[config.mk]
export PLATFORM = sky130hd
export DESIGN_NAME = rv32im_csr_ctrl_flat
export DESIGN_NICKNAME = d
export VERILOG_FILES = /design/src/rtl/rv32im_csr_ctrl_if.sv /design/src/rtl/rv32im_csr_ctrl.sv /design/src/flat_wrapper.sv
export SDC_FILE = /design/constraint.sdc
export NUM_CORES = 1
export LEC_CHECK = 0
export ABC_AREA = 1
export CAP_MARGIN = 20
export CORE_UTILIZATION = 43
export CTS_CLUSTER_DIAMETER = 100
export DETAILED_ROUTE_END_ITERATION = 7
export PLACE_DENSITY = 0.76
export SYNTH_ARGS = -nofsm -noshare
export SYNTH_HDL_FRONTEND = slang
export SYNTH_SLANG_ARGS = --single-unit
export TNS_END_PERCENT = 1
[constraint.sdc]
create_clock -name clk_i -period 6.2 [get_ports clk_i]
set_input_delay 1.24 -clock clk_i [delete_from_list [all_inputs] [get_ports clk_i]]
set_output_delay 1.24 -clock clk_i [all_outputs]
set_load 0.005 [all_outputs]
[src/rtl/rv32im_csr_ctrl_if.sv]
// Bundle of pipeline request/response, trap-entry and CSR-file port signals
// between rv32im_csr_ctrl (master) and its environment (slave).
interface rv32im_csr_ctrl_if #(
  parameter int XLEN   = 32,
  parameter int CSR_AW = 12
);
  // Handshake: a request transfers on a cycle where req_valid_i && req_ready_o;
  // the requester holds req_* stable while req_valid_i is high and not accepted.
  // trap_valid_i is level-held until the one-cycle trap_ack_o pulse.
  logic              req_valid_i;
  logic              req_ready_o;
  logic [CSR_AW-1:0] req_addr_i;
  logic [2:0]        req_funct3_i;
  logic [XLEN-1:0]   req_operand_i;
  logic              req_rd_zero_i;
  logic              resp_valid_o;
  logic [XLEN-1:0]   resp_rdata_o;
  logic              resp_err_o;
  logic              trap_valid_i;
  logic [XLEN-1:0]   trap_pc_i;
  logic [XLEN-1:0]   trap_cause_i;
  logic [XLEN-1:0]   trap_tval_i;
  logic              trap_ack_o;
  logic [CSR_AW-1:0] csr_addr_o;
  logic [XLEN-1:0]   csr_wdata_o;
  logic              csr_we_o;
  logic              csr_re_o;
  logic [XLEN-1:0]   csr_rdata_i;

  modport master (
    input  req_valid_i, req_addr_i, req_funct3_i, req_operand_i, req_rd_zero_i,
    input  trap_valid_i, trap_pc_i, trap_cause_i, trap_tval_i, csr_rdata_i,
    output req_ready_o, resp_valid_o, resp_rdata_o, resp_err_o, trap_ack_o,
    output csr_addr_o, csr_wdata_o, csr_we_o, csr_re_o
  );

  modport slave (
    output req_valid_i, req_addr_i, req_funct3_i, req_operand_i, req_rd_zero_i,
    output trap_valid_i, trap_pc_i, trap_cause_i, trap_tval_i, csr_rdata_i,
    input  req_ready_o, resp_valid_o, resp_rdata_o, resp_err_o, trap_ack_o,
    input  csr_addr_o, csr_wdata_o, csr_we_o, csr_re_o
  );
endinterface

[src/rtl/rv32im_csr_ctrl.sv]
// CSR file sequencer: arbitrates CSR instructions against trap entry, performs
// read-modify-write for CSRRW/RS/RC(+I) and the fixed trap-entry write sequence.
module rv32im_csr_ctrl #(
  parameter int                XLEN         = 32,
  parameter int                CSR_AW       = 12,
  parameter logic [CSR_AW-1:0] ADDR_MSTATUS = 12'h300,
  parameter logic [CSR_AW-1:0] ADDR_MEPC    = 12'h341,
  parameter logic [CSR_AW-1:0] ADDR_MCAUSE  = 12'h342,
  parameter logic [CSR_AW-1:0] ADDR_MTVAL   = 12'h343
) (
  input  logic                 clk_i,
  input  logic                 rst_i,
  rv32im_csr_ctrl_if.master    bus,
  output logic [2:0]           dbg_state_o
);

  typedef enum logic [2:0] {
    IDLE, RD, WR, T_EPC, T_CAUSE, T_TVAL, T_STRD, T_STWR
  } state_t;

  state_t            state;
  logic [CSR_AW-1:0] addr_q;
  logic [2:0]        f3_q;
  logic [XLEN-1:0]   op_q;
  logic              rdz_q;
  logic [XLEN-1:0]   cause_q;
  logic [XLEN-1:0]   tval_q;

  logic              req_legal;
  logic              req_skip_rd;
  logic              rd_skip;
  logic [XLEN-1:0]   old_val;
  logic [XLEN-1:0]   new_val;
  logic              wr_en;
  logic [XLEN-1:0]   mst_new;

  assign dbg_state_o     = state;
  // Trap has priority, so a same-cycle trap hides ready from the pipeline.
  assign bus.req_ready_o = (state == IDLE) && !bus.trap_valid_i;

  always_comb begin
    req_legal   = bus.req_funct3_i[1:0] != 2'b00;
    req_skip_rd = (bus.req_funct3_i[1:0] == 2'b01) && bus.req_rd_zero_i;
    rd_skip     = (f3_q[1:0] == 2'b01) && rdz_q;
    old_val     = rd_skip ? '0 : bus.csr_rdata_i;
    case (f3_q[1:0])
      2'b01:   new_val = op_q;
      2'b10:   new_val = old_val | op_q;
      default: new_val = old_val & ~op_q;
    endcase
    // Set/clear with a zero mask is a pure read and must not touch the CSR.
    wr_en       = (f3_q[1:0] == 2'b01) || (op_q != '0);
    mst_new     = bus.csr_rdata_i;
    mst_new[7]  = bus.csr_rdata_i[3];
    mst_new[3]  = 1'b0;
    mst_new[12:11] = 2'b11;
  end

  always_ff @(posedge clk_i or posedge rst_i) begin
    if (rst_i) begin
      state            <= IDLE;
      addr_q           <= '0;
      f3_q             <= '0;
      op_q             <= '0;
      rdz_q            <= 1'b0;
      cause_q          <= '0;
      tval_q           <= '0;
      bus.resp_valid_o <= 1'b0;
      bus.resp_rdata_o <= '0;
      bus.resp_err_o   <= 1'b0;
      bus.trap_ack_o   <= 1'b0;
      bus.csr_addr_o   <= '0;
      bus.csr_wdata_o  <= '0;
      bus.csr_we_o     <= 1'b0;
      bus.csr_re_o     <= 1'b0;
    end else begin
      case (state)
        IDLE: begin
          bus.resp_valid_o <= 1'b0;
          bus.trap_ack_o   <= 1'b0;
          bus.csr_we_o     <= 1'b0;
          bus.csr_re_o     <= 1'b0;
          bus.csr_addr_o   <= '0;
          bus.csr_wdata_o  <= '0;
          if (bus.trap_valid_i) begin
            state           <= T_EPC;
            cause_q         <= bus.trap_cause_i;
            tval_q          <= bus.trap_tval_i;
            bus.csr_we_o    <= 1'b1;
            bus.csr_addr_o  <= ADDR_MEPC;
            bus.csr_wdata_o <= bus.trap_pc_i;
          end else if (bus.req_valid_i) begin
            if (!req_legal) begin
              bus.resp_valid_o <= 1'b1;
              bus.resp_err_o   <= 1'b1;
              bus.resp_rdata_o <= '0;
            end else begin
              state          <= RD;
              addr_q         <= bus.req_addr_i;
              f3_q           <= bus.req_funct3_i;
              op_q           <= bus.req_operand_i;
              rdz_q          <= bus.req_rd_zero_i;
              bus.csr_re_o   <= !req_skip_rd;
              bus.csr_addr_o <= req_skip_rd ? '0 : bus.req_addr_i;
            end
          end
        end
        RD: begin
          state            <= WR;
          bus.csr_re_o     <= 1'b0;
          bus.csr_we_o     <= wr_en;
          bus.csr_addr_o   <= wr_en ? addr_q : '0;
          bus.csr_wdata_o  <= wr_en ? new_val : '0;
          bus.resp_valid_o <= 1'b1;
          bus.resp_rdata_o <= old_val;
          bus.resp_err_o   <= 1'b0;
        end
        WR: begin
          state            <= IDLE;
          bus.csr_we_o     <= 1'b0;
          bus.csr_addr_o   <= '0;
          bus.csr_wdata_o  <= '0;
          bus.resp_valid_o <= 1'b0;
        end
        T_EPC: begin
          state           <= T_CAUSE;
          bus.csr_addr_o  <= ADDR_MCAUSE;
          bus.csr_wdata_o <= cause_q;
        end
        T_CAUSE: begin
          state           <= T_TVAL;
          bus.csr_addr_o  <= ADDR_MTVAL;
          bus.csr_wdata_o <= tval_q;
        end
        T_TVAL: begin
          state           <= T_STRD;
          bus.csr_we_o    <= 1'b0;
          bus.csr_re_o    <= 1'b1;
          bus.csr_addr_o  <= ADDR_MSTATUS;
          bus.csr_wdata_o <= '0;
        end
        T_STRD: begin
          state           <= T_STWR;
          bus.csr_re_o    <= 1'b0;
          bus.csr_we_o    <= 1'b1;
          bus.csr_addr_o  <= ADDR_MSTATUS;
          bus.csr_wdata_o <= mst_new;
          bus.trap_ack_o  <= 1'b1;
        end
        T_STWR: begin
          state           <= IDLE;
          bus.csr_we_o    <= 1'b0;
          bus.csr_addr_o  <= '0;
          bus.csr_wdata_o <= '0;
          bus.trap_ack_o  <= 1'b0;
        end
        default: state <= IDLE;
      endcase
    end
  end

endmodule
[src/flat_wrapper.sv]
// flat-port wrapper written by rule: the top's interface ports become plain ports
module rv32im_csr_ctrl_flat 
#(
  parameter int                XLEN         = 32,
  parameter int                CSR_AW       = 12,
  parameter logic [CSR_AW-1:0] ADDR_MSTATUS = 12'h300,
  parameter logic [CSR_AW-1:0] ADDR_MEPC    = 12'h341,
  parameter logic [CSR_AW-1:0] ADDR_MCAUSE  = 12'h342,
  parameter logic [CSR_AW-1:0] ADDR_MTVAL   = 12'h343
)
  (clk_i, rst_i, dbg_state_o, bus_req_valid_i, bus_req_addr_i, bus_req_funct3_i, bus_req_operand_i, bus_req_rd_zero_i, bus_trap_valid_i, bus_trap_pc_i, bus_trap_cause_i, bus_trap_tval_i, bus_csr_rdata_i, bus_req_ready_o, bus_resp_valid_o, bus_resp_rdata_o, bus_resp_err_o, bus_trap_ack_o, bus_csr_addr_o, bus_csr_wdata_o, bus_csr_we_o, bus_csr_re_o);
  rv32im_csr_ctrl_if #(.XLEN(XLEN), .CSR_AW(CSR_AW)) bus_i ();
  input  logic clk_i;
  input  logic rst_i;
  output logic [2:0] dbg_state_o;
  input wire logic [$bits(bus_i.req_valid_i)-1:0] bus_req_valid_i;
  input wire logic [$bits(bus_i.req_addr_i)-1:0] bus_req_addr_i;
  input wire logic [$bits(bus_i.req_funct3_i)-1:0] bus_req_funct3_i;
  input wire logic [$bits(bus_i.req_operand_i)-1:0] bus_req_operand_i;
  input wire logic [$bits(bus_i.req_rd_zero_i)-1:0] bus_req_rd_zero_i;
  input wire logic [$bits(bus_i.trap_valid_i)-1:0] bus_trap_valid_i;
  input wire logic [$bits(bus_i.trap_pc_i)-1:0] bus_trap_pc_i;
  input wire logic [$bits(bus_i.trap_cause_i)-1:0] bus_trap_cause_i;
  input wire logic [$bits(bus_i.trap_tval_i)-1:0] bus_trap_tval_i;
  input wire logic [$bits(bus_i.csr_rdata_i)-1:0] bus_csr_rdata_i;
  output wire logic [$bits(bus_i.req_ready_o)-1:0] bus_req_ready_o;
  output wire logic [$bits(bus_i.resp_valid_o)-1:0] bus_resp_valid_o;
  output wire logic [$bits(bus_i.resp_rdata_o)-1:0] bus_resp_rdata_o;
  output wire logic [$bits(bus_i.resp_err_o)-1:0] bus_resp_err_o;
  output wire logic [$bits(bus_i.trap_ack_o)-1:0] bus_trap_ack_o;
  output wire logic [$bits(bus_i.csr_addr_o)-1:0] bus_csr_addr_o;
  output wire logic [$bits(bus_i.csr_wdata_o)-1:0] bus_csr_wdata_o;
  output wire logic [$bits(bus_i.csr_we_o)-1:0] bus_csr_we_o;
  output wire logic [$bits(bus_i.csr_re_o)-1:0] bus_csr_re_o;
  assign bus_i.req_valid_i = bus_req_valid_i;
  assign bus_i.req_addr_i = bus_req_addr_i;
  assign bus_i.req_funct3_i = bus_req_funct3_i;
  assign bus_i.req_operand_i = bus_req_operand_i;
  assign bus_i.req_rd_zero_i = bus_req_rd_zero_i;
  assign bus_i.trap_valid_i = bus_trap_valid_i;
  assign bus_i.trap_pc_i = bus_trap_pc_i;
  assign bus_i.trap_cause_i = bus_trap_cause_i;
  assign bus_i.trap_tval_i = bus_trap_tval_i;
  assign bus_i.csr_rdata_i = bus_csr_rdata_i;
  assign bus_req_ready_o = bus_i.req_ready_o;
  assign bus_resp_valid_o = bus_i.resp_valid_o;
  assign bus_resp_rdata_o = bus_i.resp_rdata_o;
  assign bus_resp_err_o = bus_i.resp_err_o;
  assign bus_trap_ack_o = bus_i.trap_ack_o;
  assign bus_csr_addr_o = bus_i.csr_addr_o;
  assign bus_csr_wdata_o = bus_i.csr_wdata_o;
  assign bus_csr_we_o = bus_i.csr_we_o;
  assign bus_csr_re_o = bus_i.csr_re_o;
  rv32im_csr_ctrl #(.XLEN(XLEN), .CSR_AW(CSR_AW), .ADDR_MSTATUS(ADDR_MSTATUS), .ADDR_MEPC(ADDR_MEPC), .ADDR_MCAUSE(ADDR_MCAUSE), .ADDR_MTVAL(ADDR_MTVAL)) u_core (.clk_i(clk_i), .rst_i(rst_i), .bus(bus_i), .dbg_state_o(dbg_state_o));
endmodule
==> out/results.tsv <==
metric	value	unit
status	finished clean	
Resize count post-CTS	0	
largest family of logic cells by synthesized area	simple AND/OR/NAND/NOR gates	
H-tree depth	4	
Die ar.	0.02123	mm²
Die H	145.7	µm
ANT nets after route	0	
Syn Nets	1294	
RSZ-0062 raised after global routing	no	
worst slew pin tran	1.098	ns
Rows	52	
endpoints failing hold	0	
Ys Warns	0	
Synth Area in Simple Gates	0.2621	
total gr overflow	0	
Critical Path Fanout Max	5	
Mean Syn Cell Area	7.985	µm²
CP delay by family, top	buffers and inverters	
Final Core Density	0.6043	
HPWL after detailed placement	19.65	mm
most frequent cell after synthesis	nand2_1	
post-route cell area	0.01223	mm²
DR vias	8355	
P per Cell Area	466.5	mW/mm²
WL per Instance	17.00	µm
Top cell by count, worst path	clkdlybuf4s50_1	
TritonCTS clock tree	yes	
top_reg_cell synth	dfrtp_1	
area leader, netlist	dfrtp_1	
First-pass DRT Iterations	5	
# Post-CTS Setup Buffers	0	
Max Freq	270.7	MHz
DRC violations left	0	
CTS Sinks	195	
Synth Cell Area	0.008880	mm²
Synth async-reset ratio	1.000	
GP Congestion	0.8496	
mux contribution to synthesized area	0	
Area Overhead vs Synth	37.71	%
first-pass GRT wire length	43.07	mm
IO Port Bufs	263	
share of cells above drive strength 1	0.04351	
FF+latch count, synth	195	
Area contributors post-synth	dfrtp_1 55%, nand2_1 16%, o21ai_0 6.4%	
Synth Area in XOR/XNOR	0	
CP bufs+invs	2	
Clock transition at path regs	0.08	ns
vias in the first global route	7918	
Worst Reg-to-Reg Cells	8	
worst skew pair latency	0.43	ns
# hold bufs at CTS	0	
post-synthesis compound-gate area fraction	0.1134	
endpoint class of the critical path	primary output	
Hold WC Path Type	flop to flop	
# IOs	265	
synth cell count leaders	374 x nand2_1, 195 x dfrtp_1, 113 x o21ai_0	
Data required, critical path	4.96	ns
core area	0.02023	mm²
Nets	1526	
CP Launch Type	primary input	
CP max stage delay	0.53	ns
MaxCap Viol Count	0	
Initial Utilization	0.4388	
Total GRT Usage	0.2647	
Tmin final	3.695	ns
Area after DPL	0.01165	mm²
Crit. path cell count	3	
Synth Area in Adders	0.002818	
DR iter-0 viols	592	
Setup Crit Path Kind	primary input to primary output	
Post-Syn Instances	1112	
Pleak	5.736	nW
Setup Viol. Count Final	0	
post-synth top area share	0.5495	
critical path arrival	2.45	ns
via/cell ratio	5.135	
largest net degree at the start of global routing	196	
Final Max Slew Viols	0	
Seq/Total Area, Yosys	0.5495	
Tcrit/Tclk final	0.5959	
setup tns final	0	ns
die width	145.7	µm
Relative slew margins	0.2682	
skew final	0.01150	ns
Inserted Clock Buffers	17	
number of synthesized flops with an enable pin	0	
maximum VDD drop	0.2023	mV
hold depth	2	
CTS root buf	clkbuf_16	
slowest CP cell	clkdlybuf4s50_1	
critical-path cell list	clkdlybuf4s50_1, nor2_4, clkdlybuf4s50_1	
CTS max path bufs	2	
drt total wl	27.65	mm
synth unique cells	26	
initial antenna violation count	1	
where the power goes:
part | internal [W] | leakage [nW] | switching [W]
Combinational | 0.00103 | 3.01 | 0.00138
Clock | 0.000566 | 0.280 | 0.000514
Sequential | 0.00185 | 2.44 | 0.000362
layer usage:
metal  part of all wire  global-route usage
met5                  0                   0
met4              0.033              0.1174
met3              0.065             0.03918
met2               0.45              0.4033
met1               0.45              0.3760
through the flow:
step | hold slack, ns | worst slack, ns | total power (W) | instances
after floorplan | 0.4422 | 2.442 | 0.003546 | 1112
after global placement | 0.4531 | 2.499 | 0.004539 | 1594
after CTS | 0.4767 | 2.493 | 0.005729 | 1626
final | 0.4712 | 2.505 | 0.005705 | 1627
after global routing | 0.4906 | 2.457 | 0.006105 | 1627
after detailed placement | 0.4589 | 2.493 | 0.004637 | 1595
cells in the final DEF (no fill, tap or decap), drive strengths merged:
| master | Yosys | layout |
|---|---|---|
| a21oi | 73 | 73 |
| a22oi | 1 | 1 |
| a31oi | 1 | 1 |
| a32o | 1 | 1 |
| buf | 34 | 12 |
| bufinv | 0 | 1 |
| clkbuf | 28 | 17 |
| clkdlybuf4s50 | 0 | 263 |
| clkinv | 0 | 7 |
| clkinvlp | 0 | 2 |
| dfrtp | 195 | 195 |
| diode | 0 | 1 |
| ha | 2 | 2 |
| inv | 83 | 87 |
| nand2 | 375 | 375 |
| nand3 | 91 | 91 |
| nand4 | 3 | 3 |
| nor2 | 103 | 103 |
| nor3 | 2 | 2 |
| o21ai | 119 | 119 |
| o221a | 1 | 1 |
state kept, by name (all words and copies together) (netlist names):
| name | cells |
|---|---|
| u_core.bus.csr_we_o | 1 |
| u_core.dbg_state_o | 3 |
| u_core.bus.trap_ack_o | 1 |
| u_core.bus.resp_err_o | 1 |
| u_core.addr_q | 12 |
| u_core.bus.resp_valid_o | 1 |
| u_core.bus.resp_rdata_o | 32 |
| u_core.cause_q | 32 |
| u_core.bus.csr_addr_o | 12 |
| u_core.rdz_q | 1 |
| u_core.f3_q | 2 |
| u_core.tval_q | 32 |
| u_core.bus.csr_wdata_o | 32 |
| u_core.bus.csr_re_o | 1 |
| u_core.op_q | 32 |
layout make-up:
cell class	instances	area, µm²
antenna	1	2.502
clock buffer	17	425.4
clock inverter	14	146.4
fill	1798	8006
inverter	83	315.3
multi-input combinational	772	3366
sequential	195	4880
tap	270	337.8
timing repair buffer	275	2755
final timing paths:
path                                       start                         end  slack [ns]
max                             bus_trap_valid_i             bus_req_ready_o        2.51
min                           u_core.cause_q[27]          u_core.cause_q[27]        0.47
max reg2reg                u_core.dbg_state_o[2]             u_core.op_q[25]        3.25
min reg2reg                   u_core.cause_q[27]          u_core.cause_q[27]        0.47
max in group asynchronous                  rst_i  u_core.bus.csr_wdata_o[11]        3.91
min in group asynchronous                  rst_i              u_core.op_q[3]        1.44
worst reg2reg max path, cell delays in order (launching register included):
cell and delay [ns]:
dfrtp_1 0.72, inv_2 0.26, nand2_4 0.12, nor2_4 0.17
inv_2 0.07, nor2_4 0.76, buf_4 0.52, nand2_1 0.15
o21ai_0 0.10
cells by family (layout without fill, tap and decap cells):
logic type	Yosys count	after routing
adder cells (fa/ha/maj)	2	2
AO/OA/AOI/OAI	196	196
flip-flops	195	195
buffers and inverters	145	389
AND/OR/NAND/NOR	574	574
other	0	1
Note: power is estimated with default switching activity, not from simulation.
